==> src/rtl/axis_red_pitaya_dac_sink.sv <==
// AXI4-Stream slave feeding the interleaved two-channel Red Pitaya DAC (A then B per pair).
// Define DAC_UNDERFLOW_CNT_EN to add the saturating underflow_cnt[15:0] output.
`timescale 1ns/1ps
module axis_red_pitaya_dac_sink #(
    parameter int unsigned AXIS_TDATA_WIDTH = 32,
    parameter int unsigned DAC_DATA_WIDTH   = 14,
    parameter int unsigned FIFO_DEPTH       = 4
) (
    input  logic                        aclk,
    input  logic                        aresetn,
    input  logic                        enable,
    input  logic [AXIS_TDATA_WIDTH-1:0] s_axis_tdata,
    input  logic                        s_axis_tvalid,
    output logic                        s_axis_tready,
    output logic [DAC_DATA_WIDTH-1:0]   dac_dat,
    output logic                        dac_sel,
    output logic                        dac_wrt,
    output logic                        dac_rst,
    output logic                        underflow
`ifdef DAC_UNDERFLOW_CNT_EN
    ,
    output logic [15:0]                 underflow_cnt
`endif
);
    localparam int unsigned LW = AXIS_TDATA_WIDTH / 2;
    localparam int unsigned DW = DAC_DATA_WIDTH;
    localparam int unsigned AW = $clog2(FIFO_DEPTH);
    localparam int unsigned CW = AW + 1;
    localparam logic [DW-1:0] MIDSCALE = {1'b1, {(DW-1){1'b0}}};

    typedef enum logic [1:0] {IDLE, PRIME, RUN} state_t;

    function automatic logic [DW-1:0] conv(input logic [LW-1:0] lane);
        return {~lane[LW-1], lane[LW-2 -: DW-1]};
    endfunction

    state_t            state_q, state_d;
    logic              phase_q, phase_d;
    logic              uf_pair_q, uf_pair_d;
    logic [DW-1:0]     hold_q, hold_d;
    logic [DW-1:0]     dat_q, dat_d;
    logic              sel_q, sel_d;
    logic              wrt_q, wrt_d;
    logic              rst_q, rst_d;
    logic              underflow_q, underflow_d;

    logic [2*DW-1:0]   mem_q [FIFO_DEPTH];
    logic [AW-1:0]     wr_ptr_q, rd_ptr_q;
    logic [CW-1:0]     count_q;
    logic [2*DW-1:0]   head;
    logic              push, pop, fifo_full, fifo_empty;
    logic              unused_lsbs;

    assign unused_lsbs = ^{s_axis_tdata[LW+(LW-DW)-1:LW], s_axis_tdata[LW-DW-1:0]};

    assign fifo_full     = (count_q == CW'(FIFO_DEPTH));
    assign fifo_empty    = (count_q == '0);
    assign s_axis_tready = !fifo_full && (state_q != IDLE);
    assign push          = s_axis_tvalid && s_axis_tready;
    assign head          = mem_q[rd_ptr_q];

    assign dac_dat   = dat_q;
    assign dac_sel   = sel_q;
    assign dac_wrt   = wrt_q;
    assign dac_rst   = rst_q;
    assign underflow = underflow_q;

    // Lanes are converted on entry so the FIFO holds ready-to-drive DAC codes {B, A}.
    always_ff @(posedge aclk) begin
        if (push) mem_q[wr_ptr_q] <= {conv(s_axis_tdata[2*LW-1:LW]), conv(s_axis_tdata[LW-1:0])};
    end

    always_ff @(posedge aclk or negedge aresetn) begin
        if (!aresetn) begin
            wr_ptr_q <= '0;
            rd_ptr_q <= '0;
            count_q  <= '0;
        end else if (state_q == IDLE) begin
            wr_ptr_q <= '0;
            rd_ptr_q <= '0;
            count_q  <= '0;
        end else begin
            if (push) wr_ptr_q <= wr_ptr_q + 1'b1;
            if (pop)  rd_ptr_q <= rd_ptr_q + 1'b1;
            count_q <= count_q + CW'(push) - CW'(pop);
        end
    end

    always_comb begin
        state_d     = state_q;
        phase_d     = phase_q;
        uf_pair_d   = uf_pair_q;
        hold_d      = hold_q;
        dat_d       = dat_q;
        sel_d       = sel_q;
        wrt_d       = wrt_q;
        rst_d       = rst_q;
        underflow_d = underflow_q;
        pop         = 1'b0;
        unique case (state_q)
            IDLE: begin
                dat_d     = MIDSCALE;
                sel_d     = 1'b0;
                wrt_d     = 1'b0;
                rst_d     = 1'b1;
                phase_d   = 1'b0;
                uf_pair_d = 1'b0;
                if (enable) begin
                    state_d     = PRIME;
                    underflow_d = 1'b0;
                end
            end
            PRIME: begin
                dat_d     = MIDSCALE;
                sel_d     = 1'b0;
                wrt_d     = 1'b0;
                rst_d     = 1'b0;
                phase_d   = 1'b0;
                uf_pair_d = 1'b0;
                if (!enable)                               state_d = IDLE;
                else if (count_q >= CW'(FIFO_DEPTH / 2))   state_d = RUN;
            end
            RUN: begin
                rst_d   = 1'b0;
                wrt_d   = 1'b1;
                phase_d = !phase_q;
                if (!phase_q) begin
                    sel_d = 1'b0;
                    if (fifo_empty) begin
                        dat_d       = MIDSCALE;
                        uf_pair_d   = 1'b1;
                        underflow_d = 1'b1;
                    end else begin
                        pop       = 1'b1;
                        dat_d     = head[DW-1:0];
                        hold_d    = head[2*DW-1:DW];
                        uf_pair_d = 1'b0;
                    end
                end else begin
                    // Pair boundary: enable and underflow recovery are only honoured here.
                    sel_d = 1'b1;
                    dat_d = uf_pair_q ? MIDSCALE : hold_q;
                    if (!enable)        state_d = IDLE;
                    else if (uf_pair_q) state_d = PRIME;
                end
            end
            default: state_d = IDLE;
        endcase
    end

    always_ff @(posedge aclk or negedge aresetn) begin
        if (!aresetn) begin
            state_q     <= IDLE;
            phase_q     <= 1'b0;
            uf_pair_q   <= 1'b0;
            hold_q      <= '0;
            dat_q       <= MIDSCALE;
            sel_q       <= 1'b0;
            wrt_q       <= 1'b0;
            rst_q       <= 1'b1;
            underflow_q <= 1'b0;
        end else begin
            state_q     <= state_d;
            phase_q     <= phase_d;
            uf_pair_q   <= uf_pair_d;
            hold_q      <= hold_d;
            dat_q       <= dat_d;
            sel_q       <= sel_d;
            wrt_q       <= wrt_d;
            rst_q       <= rst_d;
            underflow_q <= underflow_d;
        end
    end

`ifdef DAC_UNDERFLOW_CNT_EN
    logic [15:0] ucnt_q, ucnt_d;

    always_comb begin
        ucnt_d = ucnt_q;
        if (state_q == IDLE && enable)
            ucnt_d = '0;
        else if (state_q == RUN && !phase_q && fifo_empty && ucnt_q != '1)
            ucnt_d = ucnt_q + 1'b1;
    end

    always_ff @(posedge aclk or negedge aresetn) begin
        if (!aresetn) ucnt_q <= '0;
        else          ucnt_q <= ucnt_d;
    end

    assign underflow_cnt = ucnt_q;
`endif

endmodule
==> config.mk <==
export PLATFORM = sky130hd
export DESIGN_NAME = axis_red_pitaya_dac_sink
export DESIGN_NICKNAME = d
export VERILOG_FILES = /design/src/rtl/axis_red_pitaya_dac_sink.sv
export SDC_FILE = /design/constraint.sdc
export NUM_CORES = 1
export LEC_CHECK = 0
export BUFFER_PORTS_ARGS = -buffer_cell sky130_fd_sc_hd__clkbuf_2
export CAP_MARGIN = 0
export CORE_MARGIN = 2
export CORE_UTILIZATION = 40
export DETAILED_ROUTE_END_ITERATION = 8
export REMOVE_ABC_BUFFERS = 1
export SKIP_CTS_REPAIR_TIMING = 1
export SYNTH_ARGS = -nofsm -noshare
export SYNTH_HDL_FRONTEND = slang
export SYNTH_SLANG_ARGS = --single-unit
==> constraint.sdc <==
create_clock -name aclk -period 3.6 [get_ports aclk]
set_input_delay 0.36 -clock aclk [delete_from_list [all_inputs] [get_ports aclk]]
set_output_delay 0.36 -clock aclk [all_outputs]
set_load 0.01 [all_outputs]
==> results of run 1 <==
## final timing paths
kind | slack [ns] | depth (start not counted) | to | start
worst max-delay path | 0.96 | 12 | count_q[2]$_DFF_PN0_ | state_q[0]$_DFFE_PN0P_
worst min-delay path | 0.03 | 2 | hold_q[8]$_DFFE_PN0P_ | aresetn
worst max register to register | 0.96 | 12 | count_q[2]$_DFF_PN0_ | state_q[0]$_DFFE_PN0P_
worst min register to register | 0.46 | 2 | dac_dat[4]$_DFFE_PN0P_ | hold_q[4]$_DFFE_PN0P_
max in group asynchronous | 3.15 | 2 | rd_ptr_q[0]$_DFFE_PN0P_ | aresetn
min in group aclk | 0.15 | 1 | mem_q[0][16]$_DFFE_PP_ | s_axis_tdata[20]
## per-layer routing
metal	part of all wire, %	vias up
met3	4.8	19
met4	1.5	0
met1	44	1586
li1	-	1402
met2	49	63
met5	0	-
## cell families (layout without fill, tap and decap cells)
logic type / Yosys count / after routing
muxes: 45 / 45
AOI/OAI and AO/OA: 26 / 26
DFF: 155 / 155
adders and majority gates: 12 / 12
xor gates and xnor gates: 3 / 3
and+or+nand+nor: 63 / 63
buffers and inverters: 27 / 108
## report_power, final
| group | total [mW] | switching [mW] | internal (mW) |
|---|---|---|---|
| Clock | 1.82 | 0.709 | 1.11 |
| Sequential | 2.40 | 0.144 | 2.26 |
| Combinational | 0.872 | 0.459 | 0.413 |
| Total | 5.10 | 1.31 | 3.78 |
## metrics by stage
| stage | util, % | worst slack [ns] |
|---|---|---|
| finish | 48.9 | 0.963 |
| global route | 48.9 | 0.676 |
| CTS | 48.9 | 0.913 |
| detailed placement | 44.8 | 0.917 |
| global placement | 44.8 | 0.966 |
| floorplan | - | 1.07 |
## critical path: stages (launching register included)
cell	delay [ns]
dfrtp_1	0.39
inv_1	0.08
ha_1	0.33
a21oi_1	0.35
and2_1	0.25
inv_1	0.06
ha_1	0.26
inv_1	0.06
ha_1	0.13
inv_1	0.05
fa_1	0.37
xnor2_1	0.14
nor2_1	0.05
## cell type report
type / count / area [um^2]
Inverter: 14 / 52.6
Clock buffer: 19 / 443
Fill cell: 1212 / 7480
Sequential cell: 155 / 4440
Clock inverter: 13 / 165
Tap cell: 184 / 230
Multi-Input combinational cell: 149 / 1490
Timing Repair Buffer: 62 / 340
## cells in the mapped netlist (3+ instances only)
library cell | number | area share (%)
inv_1 | 13 | 0.81
mux4_2 | 28 | 10
xnor2_1 | 3 | 0.43
nor2_1 | 8 | 0.50
buf_2 | 6 | 0.50
and3_1 | 4 | 0.41
a21oi_1 | 3 | 0.25
a22oi_1 | 13 | 1.6
ha_1 | 11 | 2.3
edfxtp_1 | 112 | 56
mux2_2 | 14 | 2.6
nand2_1 | 36 | 2.2
nand2b_1 | 3 | 0.31
o21ai_0 | 6 | 0.50
buf_4 | 3 | 0.37
dfrtp_1 | 41 | 17
clkbuf_1 | 4 | 0.25
## state kept, by name, indices dropped and copies added (netlist names), 2 cells and up
name      flops
state_q       2
count_q       3
wr_ptr_q      2
mem_q       112
rd_ptr_q      2
dac_dat      14
hold_q       14
==> key figures, run 1 <==
Synthesis
  – Synth Area in Simple Gates: 4.97%
  – Avg Cell Area, Syn: 18.3 um^2
  – Largest family of logic cells by synthesized area: multiplexers
  – Number of enable flip-flop cells after synthesis: 112
  – Mapped Cells: 331
  – YS warnings: 0
  – Synth Area in XOR/XNOR: 0.435%
  – Number of synthesized register bits: 155
  – Mux cell area share after synthesis: 13.6%
  – Adder-Cell Fraction of Synth Area: 2.61%
  – Main synth FF type: edfxtp_1
  – Post-synthesis sequential area ratio: 73.5%
  – FFs w/ async S/R, synth: 27.7%
  – Cell variety after synth: 37
  – Mapped cell area: 6050 um^2
  – Synth Area in Compound Gates: 3.00%

Routing
  – DRT iter0 DRCs: 225
  – DRC errors left: 0
  – Via count: 3070
  – Wire per inst: 18.6 um
  – Routed Antenna Nets: 0
  – First-pass DRT Iterations: 4
  – Drt total wl: 11100 um
  – Vias per cell: 5.15

Layout
  – Leading cell type in the layout, fill and taps excluded: edfxtp_1
  – Layout Cells excl Fill: 596
  – Area delta synth->final: 18.5%
  – Layout cells sized above 1: 35.0%
  – Final instance area: 7160 um^2
  – NumNets Final: 447
  – Commonest cells after routing, fill and taps aside: edfxtp_1 (112), clkbuf_2 (50), dfrtp_1 (40), nand2_1 (36), mux4_2 (28)
  – Ant diodes: 0

Floorplan
  – Core Box Area: 14600 um^2
  – FP Rows: 44
  – Chip width: 127 um
  – Die Area: 16100 um^2
  – DIE HEIGHT: 127 um
  – # IOs: 55
  – Initial core utilization: 41.3%

Global routing
  – Vias in the first global route: 3193
  – Maximum number of pins on one net before global-route repair: 44
  – Most used routing layer: met2
  – Grt met1 use: 19.3%
  – Global-route usage over all layers: 15.2%
  – Met3 GRT Util: 4.98%
  – Total grt overflow: 0
  – Initial antenna violation count: 0
  – Met2 global-route usage: 24.5%
  – First-pass GRT wire length: 17800 um

Pwr
  – Worst VDD drop: 399 uV
  – Pwr dens: 711 nW/um^2
  – Pwr Total: 5.10 mW
  – Leakage: 2.72 nW

Timing
  – Final period util: 73.3%
  – Final Critical Period: 2.64 ns
  – Slew at the pin closest to its max-slew limit: 0.752 ns
  – Final hold viol count: 0
  – Max Clock Freq: 379 MHz
  – Unrepaired setup endpoints after global routing: no
  – Slew HR: 49.6%
  – Final setup vio count: 0
  – Setup Skew: 0.00841 ns
  – Setup_tns: 0 ns
  – Final Slew Violations: 0
  – Worst-case hold slack: 0.0271 ns

Clocking
  – CTS max path bufs: 2
  – CTS tree: built
  – Clk sink count: 155
  – Root buf cell: clkbuf_16
  – Num CTS Buffers: 17
  – Worst-path clk slew: 0.06 ns
  – H-Tree Depth: 4
  – Clock Latency Late Sink: 0.43 ns

Setup path
  – CP Class: reg -> reg
  – CP Max Fanout: 11
  – Startpoint types: register
  – CP Capture Type: register
  – CP Data Arrival Time: 2.94 ns
  – Critical Path RT: 3.90 ns

Min path
  – Hold Crit Class: in -> async

Status
  – Status: complete, no violations

Run
  – Total of max-cap violations: 0

Placed design
  – Placer Congestion: 0.718
  – Placed instance count: 564
  – Placed standard-cell area: 6560 um^2
  – Post-DP HPWL: 6420 um
  – Number of buffers added on ports: 50
Note: power is estimated with default switching activity, not from simulation.
==> inputs of run 2 (changes only) <==
Clock period 3.6 ns to 2.35 ns, I/O delays scaled along.
==> run 2 against run 1 <==
Against the previous run:
- non-clock buffer count increased by 10
- largest cell class unchanged
- maximum frequency grew 23%
- worst setup slack got worse by 0.76 ns
- largest power group unchanged
- sequential power up 52%
- sequential cell count unchanged
- clock power grew 57%
- via count is 0.85% higher
- critical path depth unchanged
==> key figures, run 2 (synthesized netlist as in run 1, its figures left out) <==
Layout
  – Layout cells sized above 1: 37.4%
  – Biggest register: mem_q
  – Ant diodes: 0
  – Largest register FFs: 112
  – NumNets Final: 457
  – Area delta synth->final: 21.0%
  – Commonest cells after routing, fill and taps aside: edfxtp_1 (112), clkbuf_2 (50), dfrtp_1 (40), nand2_1 (36), mux4_2 (28)
  – Fillers: 1222
  – FF/Latch Area: 4440 um^2
  – Multi-input logic area: 1500 um^2
  – Leading cell type in the layout, fill and taps excluded: edfxtp_1

Timing
  – Final Slew Violations: 0
  – Setup_tns: 0 ns
  – Worst-case hold slack: 0.0267 ns
  – Final period util: 91.5%
  – Slew HR: 58.1%
  – Unrepaired setup endpoints after global routing: no
  – Setup Skew: 0.00974 ns
  – Slew at the pin closest to its max-slew limit: 0.629 ns
  – Final Critical Period: 2.15 ns
  – Final hold viol count: 0
  – Max Clock Freq: 465 MHz
  – Final setup vio count: 0

Floorplan
  – FP Rows: 44
  – DIE HEIGHT: 127 um
  – # IOs: 55
  – Core Box Area: 14600 um^2
  – Die Area: 16100 um^2
  – Chip width: 127 um
  – Initial core utilization: 41.3%

Clocking
  – Root buf cell: clkbuf_16
  – CTS tree: built
  – Clock Latency Late Sink: 0.42 ns
  – Num CTS Buffers: 17
  – Worst-path clk slew: 0.06 ns
  – CTS max path bufs: 2
  – Clk sink count: 155
  – H-Tree Depth: 4

Routing
  – First-pass DRT Iterations: 4
  – DRC errors left: 0
  – Wire per inst: 18.7 um
  – Vias per cell: 5.11
  – Via count: 3096
  – DRT iter0 DRCs: 205
  – Routed Antenna Nets: 0
  – Drt total wl: 11300 um

Setup path
  – CP Max Fanout: 3
  – CP Class: reg -> reg
  – CP Capture Type: register
  – R2R setup slack: 0.20 ns
  – CP Data Arrival Time: 2.46 ns
  – Critical Path RT: 2.67 ns
  – Startpoint types: register

Run
  – Total of max-cap violations: 0

Pwr
  – Net Sw Power: 2.10 mW
  – Switch share: 26.1%
  – Clock power frac: 35.5%
  – Combinational fraction of design power: 19.1%
  – Sequential share of power: 45.4%
  – Leakage: 2.80 nW
  – Worst VDD drop: 605 uV
  – Pwr dens: 1100 nW/um^2
  – Internal power: 5.93 mW

Status
  – Status: complete, no violations

Global routing
  – Initial antenna violation count: 0
  – Global-route usage over all layers: 15.5%
  – First-pass GRT wire length: 18300 um
  – Total grt overflow: 0
  – Vias in the first global route: 3324
  – Maximum number of pins on one net before global-route repair: 44

Placed design
  – Placer Congestion: 0.721
  – Post-DP HPWL: 6670 um
  – Number of buffers added on ports: 50

Min path
  – Hold Crit Class: in -> reg
[run 2: cell types whose count changed in the layout (fill, tap and decap cells not counted), sizes merged]
cell and delta:
buf +9, inv +2, clkbuf -1, clkinvlp -1, dlygate4sd3 +1
[run 2: layer usage]
layer	up-vias	share of wire (%)	track usage, %
met5	-	0	0
li1	1426	-	-
met4	0	1.5	6.01
met2	61	49	24.8
met3	14	4.0	4.18
met1	1595	45	20.4
[run 2: power groups by stage]
| stage | Sequential (mW) | Combinational (mW) | Clock [mW] |
|---|---|---|---|
| after CTS | 3.66 | 1.54 | 2.91 |
| final | 3.65 | 1.53 | 2.85 |
| after global placement | 3.68 | 1.49 | 0 |
| after floorplan | 3.74 | 0.884 | 0 |
| after global routing | 3.70 | 1.70 | 3.00 |
| after detailed placement | 3.71 | 1.52 | 0 |
[run 2: through the flow]
| stage | cell area, um^2 | cells | setup slack (ns) | utilization (%) | power, mW |
|---|---|---|---|---|---|
| finish | 7310 | 606 | 0.200 | 49.9 | 8.03 |
| global route | 7310 | 606 | 0.00728 | 49.9 | 8.41 |
| CTS | 7280 | 603 | 0.0740 | 49.7 | 8.10 |
| detailed placement | 6660 | 571 | 0.0801 | 45.5 | 5.24 |
| global placement | 6660 | 571 | 0.172 | 45.5 | 5.18 |
| floorplan | 5980 | 318 | -0.176 | - | 4.62 |
[run 2: final timing paths]
check,from,depth (start not counted),to
min in group asynchronous,aresetn,3,dac_dat[10]$_DFFE_PN0P_
min reg2reg,hold_q[10]$_DFFE_PN0P_,2,dac_dat[10]$_DFFE_PN0P_
max in group asynchronous,aresetn,3,rd_ptr_q[0]$_DFFE_PN0P_
max reg2reg,state_q[0]$_DFFE_PN0P_,12,count_q[2]$_DFF_PN0_
min,s_axis_tdata[27],1,mem_q[3][23]$_DFFE_PP_
max,state_q[0]$_DFFE_PN0P_,12,count_q[2]$_DFF_PN0_
[run 2: worst max-delay path, stage by stage (launching register included)]
cell and delay, ns:
dfrtp_1 0.36, inv_1 0.07, ha_2 0.19, a21oi_2 0.13, and2_4 0.16, inv_1 0.03
ha_1 0.26, inv_1 0.06, ha_1 0.14, inv_1 0.05, fa_1 0.37, xnor2_1 0.17
nor2_1 0.05
[run 2: area by class of cell]
| cell class | count | area share, % |
|---|---|---|
| Clock inverter | 14 | 2.50 |
| Sequential cell | 155 | 60.7 |
| Timing Repair Buffer | 72 | 6.40 |
| Multi-Input combinational cell | 149 | 20.5 |
| Tap cell | 184 | 3.15 |
| Clock buffer | 18 | 6.00 |
| Inverter | 14 | 0.718 |
